[config.mk]
export PLATFORM = sky130hd
export DESIGN_NAME = opera_bus_decoder
export DESIGN_NICKNAME = d
export VERILOG_FILES = /design/src/rtl/opera_bus_pkg.sv /design/src/rtl/opera_addr_match.sv /design/src/rtl/opera_bus_decoder.sv
export SDC_FILE = /design/constraint.sdc
export NUM_CORES = 1
export LEC_CHECK = 0
export BUFFER_PORTS_ARGS = -buffer_cell sky130_fd_sc_hd__buf_2
export CAP_MARGIN = 20
export CORE_ASPECT_RATIO = 2
export CORE_MARGIN = 10
export CORE_UTILIZATION = 47
export CTS_CLUSTER_DIAMETER = 30
export DETAILED_ROUTE_END_ITERATION = 6
export PLACE_DENSITY_LB_ADDON = 0.08
export SETUP_SLACK_MARGIN = 0.02
export SYNTH_ARGS = -nofsm -noshare
export SYNTH_HDL_FRONTEND = slang
export SYNTH_HIERARCHICAL = 1
export SYNTH_SLANG_ARGS = --single-unit
[constraint.sdc]
create_clock -name i_clk -period 2.45 [get_ports i_clk]
set_input_delay 0.245 -clock i_clk [delete_from_list [all_inputs] [get_ports i_clk]]
set_output_delay 0.245 -clock i_clk [all_outputs]
set_load 0.02 [all_outputs]
[src/rtl/opera_bus_pkg.sv]
// Shared definitions for the opera Wishbone bus decoder: bus widths, slave limit
// and the decoder FSM state encoding.
package opera_bus_pkg;

  localparam int unsigned ADDR_W     = 32;
  localparam int unsigned DATA_W     = 32;
  localparam int unsigned SEL_W      = DATA_W / 8;
  localparam int unsigned MAX_SLAVES = 8;

  typedef enum logic [1:0] {
    IDLE   = 2'd0,
    ACTIVE = 2'd1,
    LOCAL  = 2'd2,
    RESP   = 2'd3
  } state_e;

endpackage

[src/rtl/opera_addr_match.sv]
// Combinational slave address decode: returns a one-hot winner (lowest matching
// index) and a hit flag. A zero mask makes that slave a catch-all.
module opera_addr_match
  import opera_bus_pkg::*;
#(
  parameter int unsigned NUM_SLAVES = 4
) (
  input  logic [ADDR_W-1:0]            addr_i,
  input  logic [NUM_SLAVES*ADDR_W-1:0] base_i,
  input  logic [NUM_SLAVES*ADDR_W-1:0] mask_i,
  output logic [NUM_SLAVES-1:0]        onehot_o,
  output logic                         hit_o
);

  // Walk from the highest index down so the lowest matching slave is written last.
  always_comb begin
    onehot_o = '0;
    for (int k = int'(NUM_SLAVES) - 1; k >= 0; k--) begin
      if (((addr_i ^ base_i[k*ADDR_W +: ADDR_W]) & mask_i[k*ADDR_W +: ADDR_W]) == '0) begin
        onehot_o    = '0;
        onehot_o[k] = 1'b1;
      end
    end
  end

  assign hit_o = |onehot_o;

endmodule

[src/rtl/opera_bus_decoder.sv]
// Wishbone classic 1-to-N bus decoder with registered slave-side copies.
// Define OPERA_BUS_TIMEOUT_EN to enable the slave-ack timeout and o_wb_err.
module opera_bus_decoder
  import opera_bus_pkg::*;
#(
  parameter int unsigned              NUM_SLAVES     = 4,
  // Literals are written highest index first so slave 0 sits in the LSBs.
  parameter logic [NUM_SLAVES*32-1:0] SLAVE_BASE     = {32'h00000000, 32'h03206100,
                                                        32'h03300000, 32'h03400000},
  parameter logic [NUM_SLAVES*32-1:0] SLAVE_MASK     = {32'h00000000, 32'hFFFFF7FF,
                                                        32'hFFFF0000, 32'hFFFF0000},
  parameter logic [31:0]              DEFAULT_DATA   = 32'hBADACCE5,
  parameter int unsigned              TIMEOUT_CYCLES = 255
) (
  input  logic                         i_clk,
  input  logic                         i_reset,
  input  logic                         i_wb_cyc,
  input  logic                         i_wb_stb,
  input  logic                         i_wb_we,
  input  logic [ADDR_W-1:0]            i_wb_adr,
  input  logic [DATA_W-1:0]            i_wb_dat,
  input  logic [SEL_W-1:0]             i_wb_sel,
  output logic [DATA_W-1:0]            o_wb_dat,
  output logic                         o_wb_ack,
  output logic                         o_wb_err,
  output logic [NUM_SLAVES-1:0]        o_s_stb,
  output logic                         o_s_we,
  output logic [ADDR_W-1:0]            o_s_adr,
  output logic [DATA_W-1:0]            o_s_dat,
  output logic [SEL_W-1:0]             o_s_sel,
  input  logic [NUM_SLAVES*DATA_W-1:0] i_s_dat,
  input  logic [NUM_SLAVES-1:0]        i_s_ack
);

  if (NUM_SLAVES < 1 || NUM_SLAVES > MAX_SLAVES ||
      TIMEOUT_CYCLES < 1 || TIMEOUT_CYCLES > 65535) begin : g_bad_params
    $error("opera_bus_decoder: NUM_SLAVES or TIMEOUT_CYCLES out of range");
  end

  state_e                  state_q, state_d;
  logic [NUM_SLAVES-1:0]   stb_q, stb_d;
  logic [ADDR_W-1:0]       adr_q, adr_d;
  logic [DATA_W-1:0]       wdat_q, wdat_d;
  logic [DATA_W-1:0]       rdat_q, rdat_d;
  logic [SEL_W-1:0]        sel_q, sel_d;
  logic                    we_q, we_d;
  logic                    ack_q, ack_d;
  logic                    err_q, err_d;

  logic [NUM_SLAVES-1:0]   matchOneHot;
  logic                    matchHit;
  logic                    selAck;
  logic [DATA_W-1:0]       selData;
  logic                    timeout;

  opera_addr_match #(
    .NUM_SLAVES(NUM_SLAVES)
  ) u_match (
    .addr_i   (i_wb_adr),
    .base_i   (SLAVE_BASE),
    .mask_i   (SLAVE_MASK),
    .onehot_o (matchOneHot),
    .hit_o    (matchHit)
  );

  // Only the currently strobed slave may terminate the cycle.
  assign selAck = |(i_s_ack & stb_q);

  always_comb begin
    selData = '0;
    for (int k = 0; k < int'(NUM_SLAVES); k++) begin
      if (stb_q[k]) selData = i_s_dat[k*DATA_W +: DATA_W];
    end
  end

`ifdef OPERA_BUS_TIMEOUT_EN
  logic [15:0] timer_q, timer_d;

  // Zero outside ACTIVE, so it starts from zero on every ACTIVE entry.
  assign timer_d = (state_q == ACTIVE) ? timer_q + 16'd1 : 16'd0;
  assign timeout = (timer_q == 16'(TIMEOUT_CYCLES));

  always_ff @(posedge i_clk) begin
    if (i_reset) timer_q <= '0;
    else         timer_q <= timer_d;
  end
`else
  assign timeout = 1'b0;
`endif

  always_comb begin
    state_d = state_q;
    stb_d   = stb_q;
    adr_d   = adr_q;
    wdat_d  = wdat_q;
    rdat_d  = rdat_q;
    sel_d   = sel_q;
    we_d    = we_q;
    ack_d   = 1'b0;
    err_d   = 1'b0;
    unique case (state_q)
      IDLE: begin
        if (i_wb_cyc && i_wb_stb) begin
          adr_d  = i_wb_adr;
          wdat_d = i_wb_dat;
          sel_d  = i_wb_sel;
          we_d   = i_wb_we;
          if (matchHit) begin
            stb_d   = matchOneHot;
            state_d = ACTIVE;
          end else begin
            state_d = LOCAL;
          end
        end
      end
      // Abort has priority over ack, ack over timeout.
      ACTIVE: begin
        if (!i_wb_cyc) begin
          stb_d   = '0;
          state_d = IDLE;
        end else if (selAck) begin
          rdat_d  = selData;
          stb_d   = '0;
          ack_d   = 1'b1;
          state_d = RESP;
        end else if (timeout) begin
          rdat_d  = DEFAULT_DATA;
          stb_d   = '0;
          err_d   = 1'b1;
          state_d = RESP;
        end
      end
      LOCAL: begin
        if (!i_wb_cyc) begin
          state_d = IDLE;
        end else begin
          rdat_d  = DEFAULT_DATA;
          ack_d   = 1'b1;
          state_d = RESP;
        end
      end
      RESP: begin
        state_d = IDLE;
      end
      default: begin
        stb_d   = '0;
        state_d = IDLE;
      end
    endcase
  end

  always_ff @(posedge i_clk) begin
    if (i_reset) begin
      state_q <= IDLE;
      stb_q   <= '0;
      adr_q   <= '0;
      wdat_q  <= '0;
      rdat_q  <= '0;
      sel_q   <= '0;
      we_q    <= 1'b0;
      ack_q   <= 1'b0;
      err_q   <= 1'b0;
    end else begin
      state_q <= state_d;
      stb_q   <= stb_d;
      adr_q   <= adr_d;
      wdat_q  <= wdat_d;
      rdat_q  <= rdat_d;
      sel_q   <= sel_d;
      we_q    <= we_d;
      ack_q   <= ack_d;
      err_q   <= err_d;
    end
  end

  assign o_wb_dat = rdat_q;
  assign o_wb_ack = ack_q;
  assign o_wb_err = err_q;
  assign o_s_stb  = stb_q;
  assign o_s_we   = we_q;
  assign o_s_adr  = adr_q;
  assign o_s_dat  = wdat_q;
  assign o_s_sel  = sel_q;

endmodule

==> run_results.csv, run 1 <==
group,metric,value,unit
sta,tightestPinTransition,0.7768,ns
global_route,antenna_found_initial,5,
sta,tns,0,ns
synth,synth_register_bits,108,
sta,finalSetupViolCount,0,
sta,rsz_0062_raised_after_global_routing,"no",
place,dpl.hpwl,20700,um
critical_path,cp_class,"flip-flop to flip-flop",
die,area_of_the_die,19270,um2
critical_path,worstPathCellList,"a22o_1, o31a_1, nor2_1, nor3_1",
final_layout,final_core_util,69.94,%
sta,finalHoldWorstSlack,0.1279,ns
critical_path,worst_ep_required_time,2.71,ns
final_layout,final_common_cell,"sky130_fd_sc_hd__buf_2",
die,dieWidth,103.3,um
synth,synth.cell_area,6520,um2
critical_path,worst-path-buf-inv,0,
critical_path,crit_arrival,2.23,ns
final_layout,post_route_cells_drive_above_1_share,26.36,%
power,power.density,466.6,nW/um2
clocking,ctsRootBufferMaster,"sky130_fd_sc_hd__clkbuf_16",
clocking,cts.sinks,108,
sta,max_slew_margin,48.21,%
sta,timing_hold_violations_final,0,
clocking,cts_tree,"done",
die,fp-row-count,60,
sta,timing.final.crit_share,80.56,%
sta,max_freq,506.7,MHz
synth,share_of_the_synthesized_area_in_the_top_cell_type,33.16,%
global_route,grt_pass1_wl,37610,um
route,post_drt_antenna_nets,0,
synth,postSynthCellCount,818,
global_route,grt_usage,24.94,%
clocking,clk_latency,0.34,ns
die,core_region_area,13510,um2
route,detail_route.first_pass.iterations,5,
final_layout,layout-area-overhead-vs-synth,44.96,%
clocking,htreeDepth,3,
final_layout,design.final.nets,1566,
synth,synthDominantAreaCellType,"sky130_fd_sc_hd__dfxtp_1",
die,initial_core_util,48.25,%
critical_path,critical-path-max-stage-delay,0.67,ns
route,drt-initial-drc-count,272,
critical_path,worst_setup_path_start_kind,"flip-flop",
final_layout,final-seq-area,2162,um2
power,total_leakage_power,0.004615,uW
place,port_buffers,310,
route,detailed_route_wire_length_per_cell,16.52,um
critical_path,critPathSlowestCell,"sky130_fd_sc_hd__dfxtp_1",
critical_path,cp_max_fo,19,
clocking,cts-buffers-inserted,9,
critical_path,regToRegSetupSlack,0.48,ns
clocking,cts_post_setup_buffers_inserted,0,
die,num_io_pins,312,
critical_path,category_of_the_worst_setup_path_capture_point,"flip-flop",
worst_hold_path,hold_start,"i_wb_dat[12]",
run,number_of_max_cap_violations,0,
synth,ys_seq_area_share,33.16,%
power,ir_worst_vdd,0.3918,mV
clocking,cts.path.max_buffers,2,
final_layout,multiInputGateArea,5079,um2
route,wl,25120,um
synth,ys_warn_count,6,
final_layout,most-common-layout-cells,"sky130_fd_sc_hd__buf_2, sky130_fd_sc_hd__conb_1, sky130_fd_sc_hd__nand2_1",
place,globalplace.congestion,0.8758,
synth,synth_cell_types,43,
synth,synth.avg_cell_area,7.971,um2
critical_path,critical-path-top-delay-family,"compound AO/OA/AOI/OAI gates",
global_route,gr-total-overflow,0,
synth,ys_top_cells_by_area,"sky130_fd_sc_hd__dfxtp_1, sky130_fd_sc_hd__xor2_1, sky130_fd_sc_hd__nand2_1, sky130_fd_sc_hd__a22oi_1, sky130_fd_sc_hd__a21oi_1",
global_route,pin_count_of_the_biggest_net_entering_global_routing,70,
clocking,clock_input_transition_at_the_sequential_cells_of_the_worst_setup_and_hold_paths,0.08,ns
status,status,"completed",
route,drc,0,
route,route.detailed.vias_per_inst,4.843,
route,num_vias,7366,
sta,clock_tree_skew_after_final_layout,0.01090,ns
clocking,cts_hold_buffers,0,
critical_path,startpoint,"o_s_stb[3]$_SDFFE_PP0P_",
final_layout,n_fill_cell,1206,
worst_hold_path,timing.hold.worst.class,"input pin to flip-flop",
critical_path,worstReg2RegStart,"o_s_stb[3]$_SDFFE_PP0P_",
sta,final-max-slew-violation-count,0,
sta,timing.final.crit_period,1.974,ns
global_route,grt_pass1_vias,7238,
die,die_height,186.6,um
clocking,cts.repair.resized,0,
[path summary, 6_finish.rpt]
check,endpoint,cells past startpoint
hold reg to reg,o_s_adr[9]$_SDFFE_PP0P_,2
hold / removal,o_s_dat[12]$_SDFFE_PP0P_,3
setup reg to reg,o_wb_dat[23]$_SDFFE_PP0P_,4
setup / recovery,o_wb_dat[23]$_SDFFE_PP0P_,4
[state kept, by name, indices dropped and copies added, names as in the netlist]
name	flops
o_s_stb	4
o_s_dat	32
state_q	2
o_s_we	1
o_wb_ack	1
o_s_sel	4
o_s_adr	32
o_wb_dat	32
[final cells by class]
type / count / share of cell area (%)
multi-input cells: 907 / 53.73
flip-flops and latches: 108 / 22.88
repair buffers: 327 / 18.06
clock buffers: 10 / 2.423
well taps: 155 / 2.052
clock inverters: 6 / 0.5957
inverters: 4 / 0.1589
diodes: 4 / 0.1059
[stage by stage]
stage	worst slack [ns]	power, uW	std cells	area [um2]
final	0.4764	4410	1521	9452
after global routing	0.3228	4654	1521	9452
after CTS	0.4683	4452	1517	9442
after detailed placement	0.2790	3025	1501	9156
after global placement	0.2784	3005	1501	9156
after floorplan	0.5528	2569	1073	7477
[logic make-up after synthesis]
kind of cell    Yosys count  synth area share, %
simple gates            282                19.88
compound gates          235                24.95
xor+xnor                128                17.19
flops                   108                33.16
buf+inv                  58                3.761
fa+ha+maj                 4               0.7676
other cells               2               0.1152
mux                       1               0.1727
[worst reg2reg max path, cell delays in order, from the launching register on]
cell,delay [ns]
sky130_fd_sc_hd__dfxtp_1,0.67
sky130_fd_sc_hd__a22o_1,0.28
sky130_fd_sc_hd__o31a_1,0.66
sky130_fd_sc_hd__nor2_1,0.09
sky130_fd_sc_hd__nor3_1,0.20
[power by group]
part / internal [uW] / total [uW] / switching [uW]
logic: 428 / 1100 / 671
registers: 1850 / 1900 / 43.9
clock network: 714 / 1420 / 702
total: 2990 / 4410 / 1420
[per-layer routing]
metal | track usage, % | vias up | part of all wire (%)
met4 | 13.78 | 2 | 4.8
li1 | - | 3749 | -
met3 | 4.954 | 60 | 7.2
met5 | 0 | - | 0.028
met2 | 48.63 | 255 | 56
met1 | 21.96 | 3300 | 32
[cell usage after synthesis, drive strengths merged]
cell,number
a211o,1
a211oi,2
a21boi,1
a21oi,88
a221oi,32
a22o,2
a22oi,66
a41oi,1
and3,1
buf,17
clkbuf,37
conb,2
dfxtp,108
ha,4
inv,4
mux2,1
nand2,174
nand2b,1
nand3,1
nand4,17
nor2,21
nor2b,21
nor3,21
nor3b,1
nor4,4
o21a,2
o21ai,6
o22ai,13
o311a,19
o31a,1
o31ai,1
or2,1
or3,13
or3b,4
or4,1
or4b,1
xor2,128
Note: power is estimated with default switching activity, not from simulation.
==> run 2, diff against run 1 <==
CORE_UTILIZATION = 43   (was 47)
clock period = 1.6 ns   (was 2.45 ns; I/O delays follow)
==> run_results.csv, run 2 (same netlist as run 1, synthesis figures left out) <==
group,metric,value,unit
critical_path,worst_ep_required_time,1.88,ns
final_layout,finish.cell_count_without_fillers,1612,
power,sw_frac_of_total,30.23,%
die,dieWidth,107.1,um
die,fp-row-count,63,
global_route,gr-total-overflow,0,
route,route.detailed.vias_per_inst,4.720,
clocking,cts_tree,"done",
route,post_drt_antenna_nets,0,
final_layout,design.final.nets,1621,
clocking,cts.path.max_buffers,2,
final_layout,diodes,0,
status,status,"finished, violations left",
critical_path,regToRegSetupSlack,-0.02,ns
sta,clock_tree_skew_after_final_layout,0.01161,ns
die,die_height,194.1,um
global_route,grt_pass1_vias,7212,
die,core_region_area,14900,um2
power,power_switching,2224,uW
run,number_of_max_cap_violations,0,
status,failed_checks,"setup timing",
place,port_buffers,310,
route,num_vias,7608,
final_layout,most-common-layout-cells,"sky130_fd_sc_hd__buf_2, sky130_fd_sc_hd__conb_1, sky130_fd_sc_hd__nand2_1",
sta,timing.final.ws_setup,-0.05558,ns
final_layout,layout-area-overhead-vs-synth,60.33,%
clocking,ctsRootBufferMaster,"sky130_fd_sc_hd__clkbuf_16",
route,drc,0,
route,wl,26690,um
place,numPlacedInstances,1589,
power,ir_worst_vdd,0.5260,mV
sta,timing_hold_violations_final,0,
power,power.combinational.fraction,26.0,%
final_layout,n_fill_cell,1337,
global_route,grt_usage,23.92,%
route,drt-initial-drc-count,292,
global_route,pin_count_of_the_biggest_net_entering_global_routing,45,
clocking,htreeDepth,3,
sta,rsz_0062_raised_after_global_routing,"yes",
clocking,cts-buffers-inserted,9,
sta,tns,-0.08316,ns
die,initial_core_util,43.76,%
sta,timing.final.crit_share,103.5,%
critical_path,critPathSlowestCell,"sky130_fd_sc_hd__or3b_4",
sta,max_freq,604.0,MHz
final_layout,final_common_cell,"sky130_fd_sc_hd__buf_2",
sta,timing.final.crit_period,1.656,ns
critical_path,cp_class,"input pin to flip-flop",
sta,finalSetupViolCount,5,
critical_path,crit_arrival,1.93,ns
clocking,cts_hold_buffers,0,
power,total_leakage_power,0.005040,uW
critical_path,critical-path-max-stage-delay,0.39,ns
critical_path,cp_max_fo,2,
power,power_report.internal_total,5134,uW
sta,final-max-slew-violation-count,0,
die,area_of_the_die,20790,um2
die,num_io_pins,312,
global_route,antenna_found_initial,0,
global_route,grt_pass1_wl,39300,um
critical_path,worst_setup_path_start_kind,"input pin",
place,dpl.hpwl,21190,um
route,detailed_route_wire_length_per_cell,16.56,um
power,clock_power_share,34.6,%
power,seq_power_share,39.5,%
critical_path,category_of_the_worst_setup_path_capture_point,"flip-flop",
clocking,clk_latency,0.35,ns
worst_hold_path,timing.hold.worst.class,"input pin to flip-flop",
power,power.density,703.9,nW/um2
route,detail_route.first_pass.iterations,5,
critical_path,worstPathCellList,"buf_6, xor2_1, a22oi_1, buf_4, nand4_1, nor4_2, nor3b_2, or3b_4, a21oi_2",
clocking,cts.sinks,108,
place,globalplace.congestion,0.9068,
final_layout,post_route_cells_drive_above_1_share,32.67,%
sta,finalHoldWorstSlack,0.03600,ns
clocking,clock_input_transition_at_the_sequential_cells_of_the_worst_setup_and_hold_paths,0.08,ns
-- run 2: worst max-delay path, delay by kind of cell --
kind | cells | cell delay (ns)
compound gates | 2 | 0.36
xor+xnor | 1 | 0.13
simple gates | 4 | 1.03
buf+inv | 2 | 0.25
-- run 2: power by group through the flow --
stage,registers (uW),clock network [uW],logic [uW]
final,2900,2540,1910
after global routing,2920,2690,2100
after global placement,2960,0,1760
after CTS,2910,2610,1820
after floorplan,3140,0,801
after detailed placement,2970,0,1780
-- run 2: layer usage --
metal,up-vias,wire length [um],GRT usage (%)
met5,-,0,0
met4,0,916,9.553
met3,42,1539,4.461
met2,245,15670,48.32
met1,3463,8562,21.69
li1,3858,-,-
-- run 2: area by class of cell --
cell class | count | area (um2) | share of cell area (%)
Tap cell | 195 | 244.0 | 2.334
Clock buffer | 12 | 257.7 | 2.466
Multi-Input combinational cell | 908 | 5360 | 51.27
Inverter | 4 | 20.02 | 0.1915
Clock inverter | 4 | 78.83 | 0.7540
Timing Repair Buffer | 381 | 2313 | 22.13
Sequential cell | 108 | 2180 | 20.85
-- run 2: repair_timing --
item                                    4_1_cts  5_1_grt
endpoints found under the setup margin       18       46
pin swaps                                    18       31
gates cloned                                  1        2
resized for setup                            33       41
buffers inserted                              2        3
-- run 2: path summary, 6_finish.rpt --
| path | start | to | cells after the start |
|---|---|---|---|
| worst max-delay path | i_wb_adr[10] | o_s_stb[2]$_SDFFE_PP0P_ | 9 |
| worst min-delay path | i_wb_dat[12] | o_s_dat[12]$_SDFFE_PP0P_ | 3 |
| worst max register to register | state_q[1]$_SDFFE_PP0P_ | o_wb_dat[13]$_SDFFE_PP0P_ | 6 |
| worst min register to register | o_s_adr[9]$_SDFFE_PP0P_ | o_s_adr[9]$_SDFFE_PP0P_ | 2 |
-- run 2: metrics by stage --
| stage | area, um2 | setup WS (ns) | total power (uW) | utilization [%] |
|---|---|---|---|---|
| 5_1_grt | 10450 | -0.1109 | 7715 | 70.17 |
| 2_1_floorplan | 7553 | -0.01865 | 3945 | - |
| 3_5_place_dp | 9728 | -0.4473 | 4749 | 65.30 |
| 4_1_cts | 10230 | 0.008372 | 7346 | 68.65 |
| 3_3_place_gp | 9728 | -0.3584 | 4719 | 65.30 |
| 6_report | 10450 | -0.05558 | 7359 | 70.17 |
